$ cat config.mk
export PLATFORM = sky130hd
export DESIGN_NAME = rf_dump_reader
export DESIGN_NICKNAME = d
export VERILOG_FILES = /design/src/rtl/rf_dump_pkg.sv /design/src/rtl/rf_dump_reader.sv
export SDC_FILE = /design/constraint.sdc
export NUM_CORES = 1
export LEC_CHECK = 0
export CAP_MARGIN = 20
export CORE_AREA = 2 2 75 77
export DETAILED_ROUTE_END_ITERATION = 7
export DIE_AREA = 0 0 77 79
export PLACE_DENSITY = 0.75
export SLEW_MARGIN = 20
export SYNTH_ARGS = -nofsm -noshare
export SYNTH_HDL_FRONTEND = slang
export SYNTH_SLANG_ARGS = --single-unit
export TNS_END_PERCENT = 10
$ cat constraint.sdc
create_clock -name clk -period 1.8 [get_ports clk]
set_clock_uncertainty 0.05 [all_clocks]
set_input_delay 0.54 -clock clk [delete_from_list [all_inputs] [get_ports clk]]
set_output_delay 0.54 -clock clk [all_outputs]
set_load 0.01 [all_outputs]
$ cat src/rtl/rf_dump_pkg.sv
// Shared types and constants for the register-file dump reader.
// Optional header byte per register is enabled by defining RF_DUMP_HEADER_EN.
package rf_dump_pkg;

    typedef enum logic [1:0] {
        IDLE = 2'd0,
        LOAD = 2'd1,
        SEND = 2'd2,
        DONE = 2'd3
    } state_t;

`ifdef RF_DUMP_HEADER_EN
    localparam int BYTES_PER_REG = 5;
    localparam int CNT_W         = 3;
`else
    localparam int BYTES_PER_REG = 4;
    localparam int CNT_W         = 2;
`endif

    localparam logic [CNT_W-1:0] LAST_CNT      = CNT_W'(BYTES_PER_REG - 1);
    localparam logic [2:0]       HEADER_PREFIX = 3'b100;

endpackage

$ cat src/rtl/rf_dump_reader.sv
// Walks the register-file debug port and streams each register as bytes over valid/ready.
// Define RF_DUMP_HEADER_EN to prefix every register with a {3'b100, index} header byte.
module rf_dump_reader
    import rf_dump_pkg::*;
#(
    parameter int FIRST_REG = 0,
    parameter int LAST_REG  = 31,
    parameter int MSB_FIRST = 1
) (
    input  logic        clk,
    input  logic        rst,
    input  logic        start,
    output logic [4:0]  reg_sel,
    input  logic [31:0] reg_data,
    output logic        tx_valid,
    input  logic        tx_ready,
    output logic [7:0]  tx_byte,
    output logic        busy,
    output logic        done
);

    state_t            state, state_next;
    logic [CNT_W-1:0]  cnt, cnt_next;
    logic [31:0]       latch, latch_next;
    logic [4:0]        sel_next;
    logic              valid_next;
    logic [7:0]        byte_next;
    logic              busy_next;
    logic              done_next;
    logic [7:0]        first_byte;
    logic [7:0]        following_byte;

    // Data-byte index 0..3 maps to a word lane according to the send order.
    function automatic logic [7:0] pick_byte(input logic [31:0] word, input logic [1:0] idx);
        logic [1:0] lane;
        lane = (MSB_FIRST != 0) ? (2'd3 - idx) : idx;
        case (lane)
            2'd0:    pick_byte = word[7:0];
            2'd1:    pick_byte = word[15:8];
            2'd2:    pick_byte = word[23:16];
            default: pick_byte = word[31:24];
        endcase
    endfunction

    // The first byte is built from live reg_data because the latch is only written on this edge.
    always_comb begin
`ifdef RF_DUMP_HEADER_EN
        first_byte     = {HEADER_PREFIX, reg_sel};
        following_byte = pick_byte(latch, cnt[1:0]);
`else
        first_byte     = pick_byte(reg_data, 2'd0);
        following_byte = pick_byte(latch, 2'(cnt + 1'b1));
`endif
    end

    always_comb begin
        state_next = state;
        cnt_next   = cnt;
        latch_next = latch;
        sel_next   = reg_sel;
        valid_next = tx_valid;
        byte_next  = tx_byte;
        busy_next  = busy;
        done_next  = 1'b0;

        case (state)
            IDLE: begin
                sel_next = 5'(FIRST_REG);
                if (start) begin
                    state_next = LOAD;
                    busy_next  = 1'b1;
                end
            end
            LOAD: begin
                latch_next = reg_data;
                cnt_next   = '0;
                valid_next = 1'b1;
                byte_next  = first_byte;
                state_next = SEND;
            end
            SEND: begin
                if (tx_valid && tx_ready) begin
                    if (cnt == LAST_CNT) begin
                        cnt_next   = '0;
                        valid_next = 1'b0;
                        if (reg_sel == 5'(LAST_REG)) begin
                            state_next = DONE;
                            done_next  = 1'b1;
                        end else begin
                            sel_next   = reg_sel + 5'd1;
                            state_next = LOAD;
                        end
                    end else begin
                        cnt_next  = CNT_W'(cnt + 1'b1);
                        byte_next = following_byte;
                    end
                end
            end
            DONE: begin
                busy_next  = 1'b0;
                state_next = IDLE;
            end
            default: state_next = IDLE;
        endcase
    end

    always_ff @(posedge clk) begin
        if (rst) begin
            state    <= IDLE;
            cnt      <= '0;
            latch    <= '0;
            reg_sel  <= 5'(FIRST_REG);
            tx_valid <= 1'b0;
            tx_byte  <= 8'h00;
            busy     <= 1'b0;
            done     <= 1'b0;
        end else begin
            state    <= state_next;
            cnt      <= cnt_next;
            latch    <= latch_next;
            reg_sel  <= sel_next;
            tx_valid <= valid_next;
            tx_byte  <= byte_next;
            busy     <= busy_next;
            done     <= done_next;
        end
    end

endmodule

==> flow_summary.json <==
{
  "synth_edf_count": 0,
  "numCtsBuffers": 5,
  "fp-row-count": 27,
  "diodes": 0,
  "ir_drop_uv": 385.8,
  "drtPass1Iterations": 4,
  "wl_met3_um": 343,
  "topRoutingLayerUsed": "met4",
  "netlist_instances": 281,
  "reg2reg_slack_ns": -0.03,
  "final_nets": 376,
  "syn_area_per_cell_um2": 8.224,
  "p_leak_nw": 1.160,
  "slew_headroom": 0.7039,
  "routed_wl_um": 5973,
  "die_h_um": 79,
  "wl_met2_um": 2832,
  "yosys-top-cells-area": "dfxtp_1 45%, nand2_1 11%, a21oi_1 8.0%",
  "fin_setup_tns_ns": -0.1039,
  "violations": "setup timing",
  "syn_area_mm2": 0.002311,
  "critPathArrivalTime_ns": 1.99,
  "r2r_cells": 5,
  "place_inst": 399,
  "final_cells": 407,
  "cts_buffer_depth": 2,
  "globalRouteOverflowTotal": 0,
  "drive_above_1_share": 0.1582,
  "cap_violations": 0,
  "gp_congestion": 0.7927,
  "wl_per_cell_um": 14.68,
  "async_reset_ff_frac": 0,
  "ios": 52,
  "port_buffers": 51,
  "pwr-share-clk": 0.339,
  "initial_utilization": 0.4330,
  "antenna_found_initial": 0,
  "synth_top_flop_cell": "dfxtp_1",
  "worstPathRequired_ns": 1.96,
  "yosysTopAreaCell": "dfxtp_1",
  "outcome": "finished with violations",
  "path_max_fanout": 8,
  "clock-sinks": 52,
  "swShare": 0.2612,
  "switchingPower_uw": 647.1,
  "critical_path_buf_inv_count": 0,
  "fin_area_mm2": 0.003217,
  "min_period_ns": 1.830,
  "path_class": "register to register",
  "path_cells": "ha_2 > or3b_4 > o21a_4 > a2111oi_4 > nor3_1",
  "track_usage": 0.1975,
  "core-area_mm2": 0.005338,
  "placed_area_mm2": 0.002995,
  "vias": 2213,
  "hold_buffers": 0,
  "p_int_mw": 1.830,
  "yosysTopAreaCellShare": 0.4505,
  "setup_viol": 5,
  "rsz0062_at_grt": "true",
  "powerDensity_mw_per_mm2": 770.0,
  "startpoint_type": "register",
  "die_x_um": 77,
  "r2r-end": "tx_byte[7]$_SDFFE_PP0P_",
  "clkLatencyLatePin_ns": 0.32,
  "synth-seq-area-share": 0.4505,
  "hold_violations": 0,
  "area_growth_pct": 39.20,
  "setup_ws_ns": -0.03030,
  "wl_met1_um": 2722,
  "cp_slowest_cell": "or3b_4",
  "root_buffer": "clkbuf_8",
  "worstHoldStart": "latch[24]$_SDFFE_PP0P_",
  "pwr-share-seq": 0.500,
  "drc": 0,
  "yosysWarnings": 0,
  "hp-class": "register to register",
  "grt_pass1_wl_um": 9480,
  "min_to": "latch[24]$_SDFFE_PP0P_",
  "clk_pin_slew_ns": 0.10,
  "reg2reg_from": "cnt[1]$_SDFFE_PP0P_",
  "ys_ff_latch": 52,
  "critical_path.max_stage_delay_ns": 0.39,
  "cts_setup_buffers": 0,
  "first_global_vias": 1961,
  "detailed_place_hpwl_um": 3948,
  "critical_path.top_delay_family": "compound AO/OA/AOI/OAI gates",
  "fin_util": 0.6027,
  "cts_tree": "built",
  "drt_iter0_markers": 257,
  "drtAntennaViolNets": 0,
  "critPathCaptureType": "register",
  "pre_cts_ws_ns": -0.2927,
  "grt_max_degree": 36,
  "min_path_cells": 2,
  "finalCritPeriodShare": 1.017,
  "yosysUniqueCellTypes": 38,
  "fmax_ghz": 0.5464,
  "p_comb_frac": 0.161,
  "syn_nets": 323,
  "die_area_mm2": 0.006083,
  "htreeDepth": 2,
  "worst_pin_slew_ns": 0.4441,
  "vias_per_cell": 5.437,
  "slew_viol_final": 0
}
-- cell families after synthesis --
logic type	share of synthesized area
buffers and inverters	0.04819
DFF	0.4505
adders and majority gates	0.03248
AOI/OAI and AO/OA	0.2209
and+or+nand+nor	0.2480
-- state kept, by name, summed over array words and instances, names as in the netlist --
name	flops
busy	1
done	1
state	2
latch	32
cnt	2
tx_valid	1
tx_byte	8
reg_sel	5
-- per-stage QoR --
step	hold slack [ns]	power (mW)
floorplan	0.3819	1.454
global placement	0.3874	1.635
detailed placement	0.3947	1.645
CTS	0.4081	2.469
global route	0.4233	2.569
finish	0.4066	2.477
-- cell type report --
cell class | count | area [um2]
Multi-Input combinational cell | 203 | 1269
Sequential cell | 52 | 1049
Fill cell | 493 | 2121
Tap cell | 72 | 90.09
Timing Repair Buffer | 70 | 685.7
Clock inverter | 3 | 47.55
Clock buffer | 5 | 68.82
Inverter | 2 | 7.507
-- worst register-to-register path: cells and delay by family (launching register included) --
kind	cells	cell delay, ns
AOI/OAI and AO/OA	2	0.64
and+or+nand+nor	2	0.49
DFF	1	0.36
adders and majority gates	1	0.19
-- what timing repair did --
item                                    CTS  global route
gates cloned                              0             0
resized for setup                        15            13
endpoints found under the setup margin   17            22
pin swaps                                 3             7
-- metal layers --
layer	up-vias	global-route usage
li1	1089	-
met1	1044	0.2655
met2	75	0.3105
met3	5	0.04432
met4	0	0.07679
met5	-	0
-- how the worst max path moves through the flow --
stage / from / end / slack (ns) / cells past startpoint
after global routing: cnt[1]$_SDFFE_PP0P_ / tx_byte[6]$_SDFFE_PP0P_ / -0.1 / 6
after floorplan: cnt[0]$_SDFFE_PP0P_ / tx_byte[0]$_SDFFE_PP0P_ / -0.03 / 6
after CTS: reg_sel[3]$_SDFFE_PP0P_ / reg_sel[3] / -0.07 / 1
final: cnt[1]$_SDFFE_PP0P_ / tx_byte[7]$_SDFFE_PP0P_ / -0.03 / 5
after detailed placement: tx_ready / tx_byte[1]$_SDFFE_PP0P_ / -0.29 / 5
after global placement: tx_ready / tx_byte[4]$_SDFFE_PP0P_ / -0.22 / 5
-- cell usage in the layout (no fill, tap or decap), types with 2 or more instances in the layout --
| cell type | n |
|---|---|
| clkdlybuf4s50_1 | 44 |
| a2111oi_4 | 6 |
| clkbuf_8 | 5 |
| nand2_1 | 69 |
| a22oi_1 | 3 |
| dfxtp_1 | 46 |
| nand2b_1 | 3 |
| ha_2 | 4 |
| clkinv_4 | 2 |
| a2111oi_2 | 2 |
| o211ai_1 | 2 |
| buf_12 | 3 |
| a31oi_1 | 2 |
| buf_4 | 16 |
| a222oi_1 | 8 |
| dlygate4sd2_1 | 6 |
| and3_1 | 8 |
| dfxtp_2 | 6 |
| nor2b_1 | 2 |
| nor2_1 | 24 |
| a21oi_1 | 37 |
| nor3_1 | 10 |
| ha_4 | 2 |
| nor4b_1 | 2 |
-- power by group through the flow --
stage | logic [mW] | clock network, mW | registers (mW)
finish | 0.398 | 0.840 | 1.24
global route | 0.432 | 0.889 | 1.25
CTS | 0.388 | 0.843 | 1.24
detailed placement | 0.380 | 0 | 1.27
global placement | 0.372 | 0 | 1.26
floorplan | 0.186 | 0 | 1.27
-- synthesized netlist by cell type, drive strengths merged, types with 3 or more instances --
cell type / number
nor3: 10
and3: 9
dfxtp: 52
nand2b: 3
nand2: 69
buf: 6
a2111oi: 8
nor2b: 3
nor2: 25
a22oi: 3
ha: 6
clkbuf: 18
a222oi: 8
a21oi: 37
Note: power is estimated with default switching activity, not from simulation.
